--- src/rtl/input_debounce_pkg.sv ---
// Shared types and defaults for the input conditioning block: debounce cell
// states, default timing constants and a counter-width helper.
package input_debounce_pkg;

  typedef enum logic {
    DB_STABLE,
    DB_PENDING
  } db_state_e;

  localparam int SAMPLE_DIV_DEF = 500;
  localparam int DB_COUNT_DEF   = 4;

  // Width of a counter holding 0..n-1; never below one bit so n == 1 stays legal.
  function automatic int cnt_width(input int n);
    return (n > 1) ? $clog2(n) : 1;
  endfunction

endpackage

--- src/rtl/input_debounce_cell.sv ---
// One-bit debouncer: flips its stable value only after DB_COUNT consecutive
// sample ticks disagree with it, and pulses rise for the first cycle at 1.
module input_debounce_cell
  import input_debounce_pkg::*;
#(
  parameter int DB_COUNT = DB_COUNT_DEF
) (
  input  logic clk,
  input  logic rst,
  input  logic tick,
  input  logic sync_in,
  output logic stable,
  output logic rise
);

  localparam int CW = $clog2(DB_COUNT + 1);
  localparam logic [CW-1:0] CNT_LAST = CW'(DB_COUNT - 1);

  db_state_e      state, state_n;
  logic [CW-1:0]  cnt, cnt_n;
  logic           stable_n;

  // NOTE: sequential state uses non-blocking assignments so every flop samples
  // pre-edge values regardless of statement order.
  always_ff @(posedge clk) begin
    if (rst) begin
      state  <= DB_STABLE;
      cnt    <= '0;
      stable <= 1'b0;
      rise   <= 1'b0;
    end else begin
      state  <= state_n;
      cnt    <= cnt_n;
      stable <= stable_n;
      rise   <= stable_n & ~stable;
    end
  end

  // NOTE: every variable gets a hold default first so no path infers a latch.
  always_comb begin
    state_n  = state;
    cnt_n    = cnt;
    stable_n = stable;
    if (tick) begin
      unique case (state)
        DB_STABLE: begin
          if (sync_in != stable) begin
            if (DB_COUNT == 1) begin
              stable_n = ~stable;
            end else begin
              cnt_n   = CW'(1);
              state_n = DB_PENDING;
            end
          end
        end
        DB_PENDING: begin
          if (sync_in == stable) begin
            cnt_n   = '0;
            state_n = DB_STABLE;
          end else if (cnt == CNT_LAST) begin
            stable_n = ~stable;
            cnt_n    = '0;
            state_n  = DB_STABLE;
          end else begin
            cnt_n = cnt + CW'(1);
          end
        end
        default: begin
          cnt_n   = '0;
          state_n = DB_STABLE;
        end
      endcase
    end
  end

endmodule

--- src/rtl/input_debounce_ctrl.sv ---
// Switch/button conditioning for the input peripheral: synchronisers, shared
// sample prescaler, per-bit debouncers, sticky press flags and level irq.
module input_debounce_ctrl
  import input_debounce_pkg::*;
#(
  parameter int N_SW       = 32,
  parameter int N_BTN      = 4,
  parameter int SAMPLE_DIV = SAMPLE_DIV_DEF,
  parameter int DB_COUNT   = DB_COUNT_DEF
) (
  input  logic             clk,
  input  logic             rst,
  input  logic [N_SW-1:0]  raw_sw,
  input  logic [N_BTN-1:0] raw_btn,
  input  logic             clr_we,
  input  logic [N_BTN-1:0] clr_mask,
  input  logic [N_BTN-1:0] irq_en,
  output logic [N_SW-1:0]  sw_stable,
  output logic [N_BTN-1:0] btn_stable,
  output logic [N_BTN-1:0] btn_pend,
  output logic             irq
);

  localparam int PW = cnt_width(SAMPLE_DIV);
  localparam logic [PW-1:0] PRE_LAST = PW'(SAMPLE_DIV - 1);

  logic [N_SW-1:0]  sw_meta, sw_sync;
  logic [N_BTN-1:0] btn_meta, btn_sync, btn_rise;
  logic [PW-1:0]    pre_cnt;
  logic             tick;

  assign tick = (pre_cnt == PRE_LAST);

  always_ff @(posedge clk) begin
    if (rst) begin
      sw_meta  <= '0;
      sw_sync  <= '0;
      btn_meta <= '0;
      btn_sync <= '0;
      pre_cnt  <= '0;
    end else begin
      sw_meta  <= raw_sw;
      sw_sync  <= sw_meta;
      btn_meta <= raw_btn;
      btn_sync <= btn_meta;
      pre_cnt  <= tick ? '0 : pre_cnt + PW'(1);
    end
  end

  for (genvar i = 0; i < N_SW; i++) begin : g_sw
    input_debounce_cell #(.DB_COUNT(DB_COUNT)) u_cell (
      .clk     (clk),
      .rst     (rst),
      .tick    (tick),
      .sync_in (sw_sync[i]),
      .stable  (sw_stable[i]),
      .rise    ()
    );
  end

  for (genvar i = 0; i < N_BTN; i++) begin : g_btn
    input_debounce_cell #(.DB_COUNT(DB_COUNT)) u_cell (
      .clk     (clk),
      .rst     (rst),
      .tick    (tick),
      .sync_in (btn_sync[i]),
      .stable  (btn_stable[i]),
      .rise    (btn_rise[i])
    );
  end

  // A press landing in the same cycle as its clear is kept: set wins.
  always_ff @(posedge clk) begin
    if (rst) begin
      btn_pend <= '0;
      irq      <= 1'b0;
    end else begin
      btn_pend <= (btn_pend & ~(clr_we ? clr_mask : '0)) | btn_rise;
      irq      <= |(btn_pend & irq_en);
    end
  end

endmodule

--- config.mk ---
export PLATFORM = sky130hd
export DESIGN_NAME = input_debounce_ctrl
export DESIGN_NICKNAME = d
export VERILOG_FILES = /design/src/rtl/input_debounce_pkg.sv /design/src/rtl/input_debounce_cell.sv /design/src/rtl/input_debounce_ctrl.sv
export SDC_FILE = /design/constraint.sdc
export NUM_CORES = 1
export LEC_CHECK = 0
export BUFFER_PORTS_ARGS = -buffer_cell sky130_fd_sc_hd__buf_2
export CAP_MARGIN = 10
export CORE_ASPECT_RATIO = 1.5
export CORE_MARGIN = 2
export CORE_UTILIZATION = 45
export CTS_CLUSTER_DIAMETER = 150
export DETAILED_ROUTE_END_ITERATION = 8
export PLACE_DENSITY_LB_ADDON = 0.05
export SLEW_MARGIN = 20
export SYNTH_ARGS = -nofsm -noshare
export SYNTH_HDL_FRONTEND = slang
export SYNTH_SLANG_ARGS = --single-unit
--- constraint.sdc ---
create_clock -name clk -period 1.7 [get_ports clk]
set_input_delay 0.34 -clock clk [delete_from_list [all_inputs] [get_ports clk]]
set_output_delay 0.34 -clock clk [all_outputs]
set_load 0.005 [all_outputs]
==> impl_metrics.py, run 1 <==
metrics = {
    "run_status": {
        "status": "complete, no violations",
    },
    "worst_setup_path": {
        "slowest_delay_ps": 360,
        "crit_chain": "ha_4 -> and4bb_4 -> buf_12 -> buf_4 -> o211ai_1 -> a32o_1",
        "worstSetupEndpointType": "flip-flop",
        "r2r-start": "pre_cnt[0]$_SDFF_PP0_",
        "setup.worst_path.class": "flip-flop to flip-flop",
        "crit_path_top_delay_cell": "dfxtp_2",
        "crit_arrival_ps": 2110,
        "crit_buf_inv": 2,
        "crit_path_start": "pre_cnt[0]$_SDFF_PP0_",
        "cp_top_family": "compound AO/OA/AOI/OAI gates",
        "critical_path_required_ps": 2140,
        "cp_max_fo": 9,
        "start_kind": "flip-flop",
    },
    "finish": {
        "n_antenna_cell": 0,
        "multiInputGateArea_um2": 5860,
        "final_cell_mix": "265 x dfxtp_1, 117 x a21oi_1, 86 x buf_2",
        "fillers": 2519,
        "layout_commonest_cell": "dfxtp_1",
        "final_nets": 1451,
        "instances_no_fill": 1727,
        "final_util_pct": 52.7,
        "seq_area_um2": 5410,
        "drive_gt1_share_pct": 14.4,
        "area_growth_pct": 16.2,
    },
    "logic_synthesis": {
        "postSynthCellCount": 1310,
        "yosys_warnings": 0,
        "async_flop_share_pct": 0,
        "syn_nets": 1394,
        "synthTopCellsByArea": "dfxtp_1 44%, a21oi_1 4.8%, nor2b_1 3.9%",
        "synth_ff_type": "dfxtp_1",
        "yosysTopAreaCellShare_pct": 44.1,
        "yosysSeqAreaShare_pct": 44.1,
        "synth.largest_area_cell": "dfxtp_1",
        "synth.avg_cell_area_um2": 9.35,
        "synthDistinctLibCells": 49,
        "ys_ff_latch": 270,
        "synth-edff-count": 0,
        "syn_area_um2": 12300,
    },
    "die": {
        "coreArea_um2": 27000,
        "start_util_pct": 45.3,
        "io_pins": 88,
        "dieArea_um2": 28600,
        "die_h_um": 206,
        "die_w_um": 139,
        "rows": 74,
    },
    "grt": {
        "grt_pass1_wl_mm": 49.1,
        "grt_overflow": 0,
        "grt_pass1_vias": 9724,
        "grt.total_usage_pct": 20.5,
        "grt_max_degree": 86,
        "antenna_found_initial": 0,
    },
    "sta": {
        "finalCritPeriodShare_pct": 98.2,
        "finalHoldViolations": 0,
        "fmax_ghz": 0.599,
        "clock_skew_ps": 12.8,
        "setup-violations-final": 0,
        "slew-limit-headroom_pct": 68.2,
        "finalWorstSetupSlack_ps": 31.2,
        "finalCriticalPeriod_ps": 1670,
        "worst_slew_pin_slew_ps": 477,
        "report.final.slew_viol_count": 0,
    },
    "cts": {
        "clk_latency_ps": 550,
        "cts_made_buffers": 28,
        "cts_tree": "yes",
        "cts_root_buf": "clkbuf_16",
        "clk_path_buf_depth": 3,
        "cts.sinks": 270,
        "cts_htree_levels": 1,
        "clk_pin_slew_ps": 60,
    },
    "power_and_ir_drop": {
        "swShare_pct": 21.8,
        "power_density_nw_per_um2": 925,
        "cellLeakagePower_nw": 5.44,
        "seqPwrFrac_pct": 49.1,
        "power_frac_clock_pct": 47.0,
        "ir_worst_vdd_v": 0.000880,
        "combinationalPowerShare_pct": 3.9,
        "p_int_w": 0.0103,
        "power.total_w": 0.0132,
        "p_switching_w": 0.00288,
    },
    "drt": {
        "dr_total_vias": 10014,
        "drtIter0Drc": 551,
        "routedWlPerCell_um": 17.4,
        "drcViolationCount": 0,
        "wirelength_mm": 30.1,
        "vias_per_cell": 5.80,
        "firstDrtPassIters": 4,
        "ant_nets": 0,
    },
    "flow_run": {
        "cap_violations": 0,
    },
    "min_path": {
        "hp-class": "input pin to flip-flop",
        "hp-start": "raw_sw[30]",
    },
    "placed_design": {
        "dpl.hpwl_mm": 18.5,
        "place_inst": 1647,
        "gp_routability_congestion": 0.748,
        "port_buffers": 87,
        "dp_slack_ps": 0.242,
    },
}
==> per-layer routing <==
metal | wire length, µm | global-route usage [%] | part of all wire (%) | vias to the layer above
li1 | - | - | - | 4943
met1 | 12800 | 23.6 | 43 | 4876
met2 | 15500 | 39.2 | 51 | 149
met3 | 929 | 2.29 | 3.1 | 46
met4 | 844 | 7.32 | 2.8 | 0
met5 | 0 | 0 | 0 | -
==> state kept, by name (all words and copies together), names as in the netlist <==
name,flops
g_sw.u_cell.cnt,96
g_sw.u_cell.stable,32
g_sw.u_cell.state,32
sw_meta,32
sw_sync,32
g_btn.u_cell.cnt,12
pre_cnt,9
btn_meta,4
btn_pend,4
btn_sync,4
g_btn.u_cell.rise,4
g_btn.u_cell.stable,4
g_btn.u_cell.state,4
irq,1
==> Yosys cell counts, types with 6 or more instances <==
library cell	n
nor4_1	8
nor3_1	16
inv_1	85
o32ai_1	23
nand3b_1	36
xor2_1	37
o211a_1	19
xnor2_1	35
a21oi_1	117
clkbuf_1	45
buf_4	41
a211oi_1	12
o311ai_1	7
buf_2	30
o32ai_2	9
or3_1	9
o2111ai_1	15
ha_1	37
a311oi_1	10
o311a_1	12
dfxtp_1	270
buf_1	6
o21ai_0	66
a31oi_1	31
nand4_1	54
nand2_1	57
nor2_1	20
nor2b_1	76
o41ai_1	33
nand3_1	19
o311ai_0	29
==> final timing paths <==
check / depth (start not counted) / slack [ps] / end
setup / recovery: 6 / 30 / g_sw[19].u_cell.cnt[1]$_SDFFE_PP0P_
hold / removal: 2 / 20 / sw_meta[30]$_SDFF_PP0_
setup reg to reg: 6 / 30 / g_sw[19].u_cell.cnt[1]$_SDFFE_PP0P_
hold reg to reg: 1 / 430 / sw_sync[14]$_SDFF_PP0_
==> cell type report <==
cell class	count	area share [%]
clock buffers	42	5.86
clock inverters	6	0.589
inverters	86	2.28
multi-input cells	828	41.1
flip-flops and latches	270	38.0
well taps	342	3.00
repair buffers	153	9.14
==> logic make-up after synthesis <==
family / count (synthesis) / synth area share [%]
buffers and inverters: 212 / 8.30
flip-flops: 270 / 44.1
adder cells (fa/ha/maj): 37 / 3.78
AND/OR/NAND/NOR: 307 / 14.4
XOR/XNOR: 72 / 5.15
AO/OA/AOI/OAI: 412 / 24.2
==> power groups by stage <==
stage          logic, W  clock network, W  registers [W]
4_1_cts        0.000514           0.00637        0.00647
3_3_place_gp   0.000470                 0        0.00661
6_report       0.000510           0.00619        0.00647
2_1_floorplan  0.000290                 0        0.00659
3_5_place_dp   0.000469                 0        0.00661
5_1_grt        0.000566           0.00659        0.00648
==> what timing repair did <==
| action | 4_1_cts | 5_1_grt |
|---|---|---|
| endpoints found under the hold margin | 25 | 0 |
| setup buffers | 0 | 6 |
| pin swaps | 1 | 3 |
| setup endpoints to repair | 14 | 55 |
| hold buffers | 25 | 0 |
| resized for setup | 2 | 8 |
| gates cloned | 0 | 1 |
==> per-stage QoR <==
step | TNS (ps) | area (µm²) | hold WS (ps)
final | 0 | 14200 | 16.8
after global routing | -15.5 | 14200 | 13.0
after CTS | 0 | 14100 | 1.30
after detailed placement | 0 | 13000 | 423
after global placement | 0 | 13000 | 416
after floorplan | 0 | 12300 | 413
No activity file was read; power rests on OpenSTA's default activity.
==> run 2: changes to the inputs <==
==> constraint.sdc (replaced) <==
create_clock -name clk -period 1.9 [get_ports clk]
set_input_delay 0.38 -clock clk [delete_from_list [all_inputs] [get_ports clk]]
set_output_delay 0.38 -clock clk [all_outputs]
set_load 0.005 [all_outputs]
==> impl_metrics.py, run 2 (synthesis gave the netlist of run 1 again) <==
metrics = {
    "finish": {
        "final_nets": 1409,
        "fillers": 2543,
        "max_flop_register": "g_sw.u_cell.cnt",
        "area_growth_pct": 12.5,
        "n_antenna_cell": 0,
        "instances_no_fill": 1689,
        "final_util_pct": 51.0,
        "multiInputGateArea_um2": 5860,
        "final_area_um2": 13800,
        "largest_reg_flops": 96,
        "drive_gt1_share_pct": 14.1,
        "layout_commonest_cell": "dfxtp_1",
        "seq_area_um2": 5410,
        "final_cell_mix": "270 x dfxtp_1, 117 x a21oi_1, 86 x buf_2",
    },
    "sta": {
        "fmax_ghz": 0.560,
        "final.setup.tns_ps": 0,
        "finalCritPeriodShare_pct": 94.0,
        "slew-limit-headroom_pct": 66.3,
        "clock_skew_ps": 11.8,
        "finalCriticalPeriod_ps": 1790,
        "report.final.slew_viol_count": 0,
        "finalHoldViolations": 0,
        "setup-violations-final": 0,
        "worst_slew_pin_slew_ps": 506,
        "rsz0062_at_grt": "false",
    },
    "drt": {
        "vias_per_cell": 5.80,
        "drcViolationCount": 0,
        "drtIter0Drc": 445,
        "wirelength_mm": 29.6,
        "dr_total_vias": 9804,
        "ant_nets": 0,
        "firstDrtPassIters": 7,
        "routedWlPerCell_um": 17.5,
    },
    "worst_setup_path": {
        "setup.worst_path.class": "flip-flop to flip-flop",
        "worstSetupEndpointType": "flip-flop",
        "r2r-start": "pre_cnt[0]$_SDFF_PP0_",
        "slowest_delay_ps": 370,
        "crit_chain": "ha_2 -> and4bb_4 -> buf_12 -> buf_4 -> o211a_1 -> o32ai_1",
        "critical_path_required_ps": 2320,
        "cp_top_family": "buffers and inverters",
        "crit_path_top_delay_cell": "dfxtp_1",
        "regToRegEndpoint": "g_sw[15].u_cell.cnt[1]$_SDFFE_PP0P_",
        "start_kind": "flip-flop",
        "cp_max_fo": 41,
        "r2r_cells": 6,
        "crit_buf_inv": 2,
        "ff2ff_setup_slack_ps": 110,
        "crit_arrival_ps": 2200,
    },
    "grt": {
        "grt_pass1_vias": 9669,
        "grt_overflow": 0,
        "grt.total_usage_pct": 20.5,
        "antenna_found_initial": 0,
        "grt_max_degree": 91,
        "grt_pass1_wl_mm": 49.1,
    },
    "min_path": {
        "holdPathEnd": "sw_meta[11]$_SDFF_PP0_",
        "hold_depth": 2,
        "hp-class": "input pin to flip-flop",
        "hp-start": "raw_sw[11]",
    },
    "power_and_ir_drop": {
        "cellLeakagePower_nw": 5.22,
        "combinationalPowerShare_pct": 3.3,
        "p_switching_w": 0.00266,
        "power_density_nw_per_um2": 869,
        "power.total_w": 0.0120,
        "power_frac_clock_pct": 48.4,
        "p_int_w": 0.00932,
        "ir_worst_vdd_v": 0.000783,
        "swShare_pct": 22.2,
        "seqPwrFrac_pct": 48.3,
    },
    "placed_design": {
        "dpl.hpwl_mm": 18.2,
        "place_inst": 1637,
        "gp_routability_congestion": 0.784,
        "port_buffers": 87,
        "dpl_cell_area_um2": 12800,
    },
    "cts": {
        "cts_htree_levels": 1,
        "cts_tree": "yes",
        "clk_latency_ps": 550,
        "cts_made_buffers": 28,
        "clk_path_buf_depth": 3,
        "cts_root_buf": "clkbuf_16",
        "cts.sinks": 270,
        "post_cts_buffers": 0,
        "clk_pin_slew_ps": 70,
    },
    "die": {
        "coreArea_um2": 27000,
        "die_w_um": 139,
        "start_util_pct": 45.3,
        "die_h_um": 206,
        "io_pins": 88,
        "rows": 74,
        "dieArea_um2": 28600,
    },
    "run_status": {
        "status": "complete, no violations",
    },
    "flow_run": {
        "cap_violations": 0,
    },
}
-- run 2: cell count changes in the layout (fill, tap and decap cells not counted), sizes merged --
cell         change
clkinv           +8
clkbuf          -11
inv              -1
clkinvlp         +5
dlygate4sd3     -25
buf             -16
bufinv           +2
-- run 2: metrics by stage --
| stage | setup slack, ps | hold WS [ps] |
|---|---|---|
| final | 114 | 33.6 |
| after global routing | 2.66 | 16.8 |
| after CTS | 30.8 | 1.16 |
| after detailed placement | 41.7 | 421 |
| after global placement | 116 | 416 |
| after floorplan | 293 | 413 |
-- run 2: per-layer routing --
layer	global-route usage [%]	up-vias	part of all wire, %
met2	39.1	145	52
met3	2.41	44	3.2
li1	-	4871	-
met5	0	-	0
met1	23.8	4744	42
met4	6.53	0	2.1
-- run 2: cell type report --
cell class	count	share of cell area (%)
Inverter	86	2.35
Timing Repair Buffer	111	5.76
Multi-Input combinational cell	828	42.5
Sequential cell	270	39.2
Clock buffer	32	5.56
Tap cell	342	3.10
Clock inverter	20	1.54
-- run 2: worst max-delay path by stage --
stage                           from                             endpoint  slack [ps]  cells past startpoint
2_1_floorplan  pre_cnt[0]$_SDFF_PP0_  g_sw[10].u_cell.cnt[1]$_SDFFE_PP0P_         290                      6
3_3_place_gp   pre_cnt[0]$_SDFF_PP0_  g_btn[0].u_cell.cnt[1]$_SDFFE_PP0P_         120                      5
3_5_place_dp   pre_cnt[0]$_SDFF_PP0_      g_btn[1].u_cell.rise$_SDFF_PP0_          40                      5
5_1_grt        pre_cnt[0]$_SDFF_PP0_  g_sw[15].u_cell.cnt[1]$_SDFFE_PP0P_           3                      6
6_report       pre_cnt[0]$_SDFF_PP0_  g_sw[15].u_cell.cnt[1]$_SDFFE_PP0P_         110                      6
4_1_cts        pre_cnt[0]$_SDFF_PP0_      g_btn[1].u_cell.rise$_SDFF_PP0_          30                      5
-- run 2: power by group through the flow --
stage | registers, W | clock network (W) | logic (W)
2_1_floorplan | 0.00590 | 0 | 0.000260
3_3_place_gp | 0.00592 | 0 | 0.000405
3_5_place_dp | 0.00592 | 0 | 0.000406
4_1_cts | 0.00579 | 0.00598 | 0.000407
5_1_grt | 0.00579 | 0.00618 | 0.000448
6_report | 0.00579 | 0.00579 | 0.000399
-- run 2: timing repair --
| item | 4_1_cts | 5_1_grt |
|---|---|---|
| setup endpoints to repair | 0 | 18 |
| resized for setup | 0 | 3 |
| endpoints found under the hold margin | 0 | 0 |
| hold buffers | 0 | 0 |
-- run 2: worst register-to-register path, cell delays in order, from the launching register on --
cell and delay, ps:
dfxtp_1 370, ha_2 260, and4bb_4 330, buf_12 240, buf_4 210, o211a_1 180
o32ai_1 70
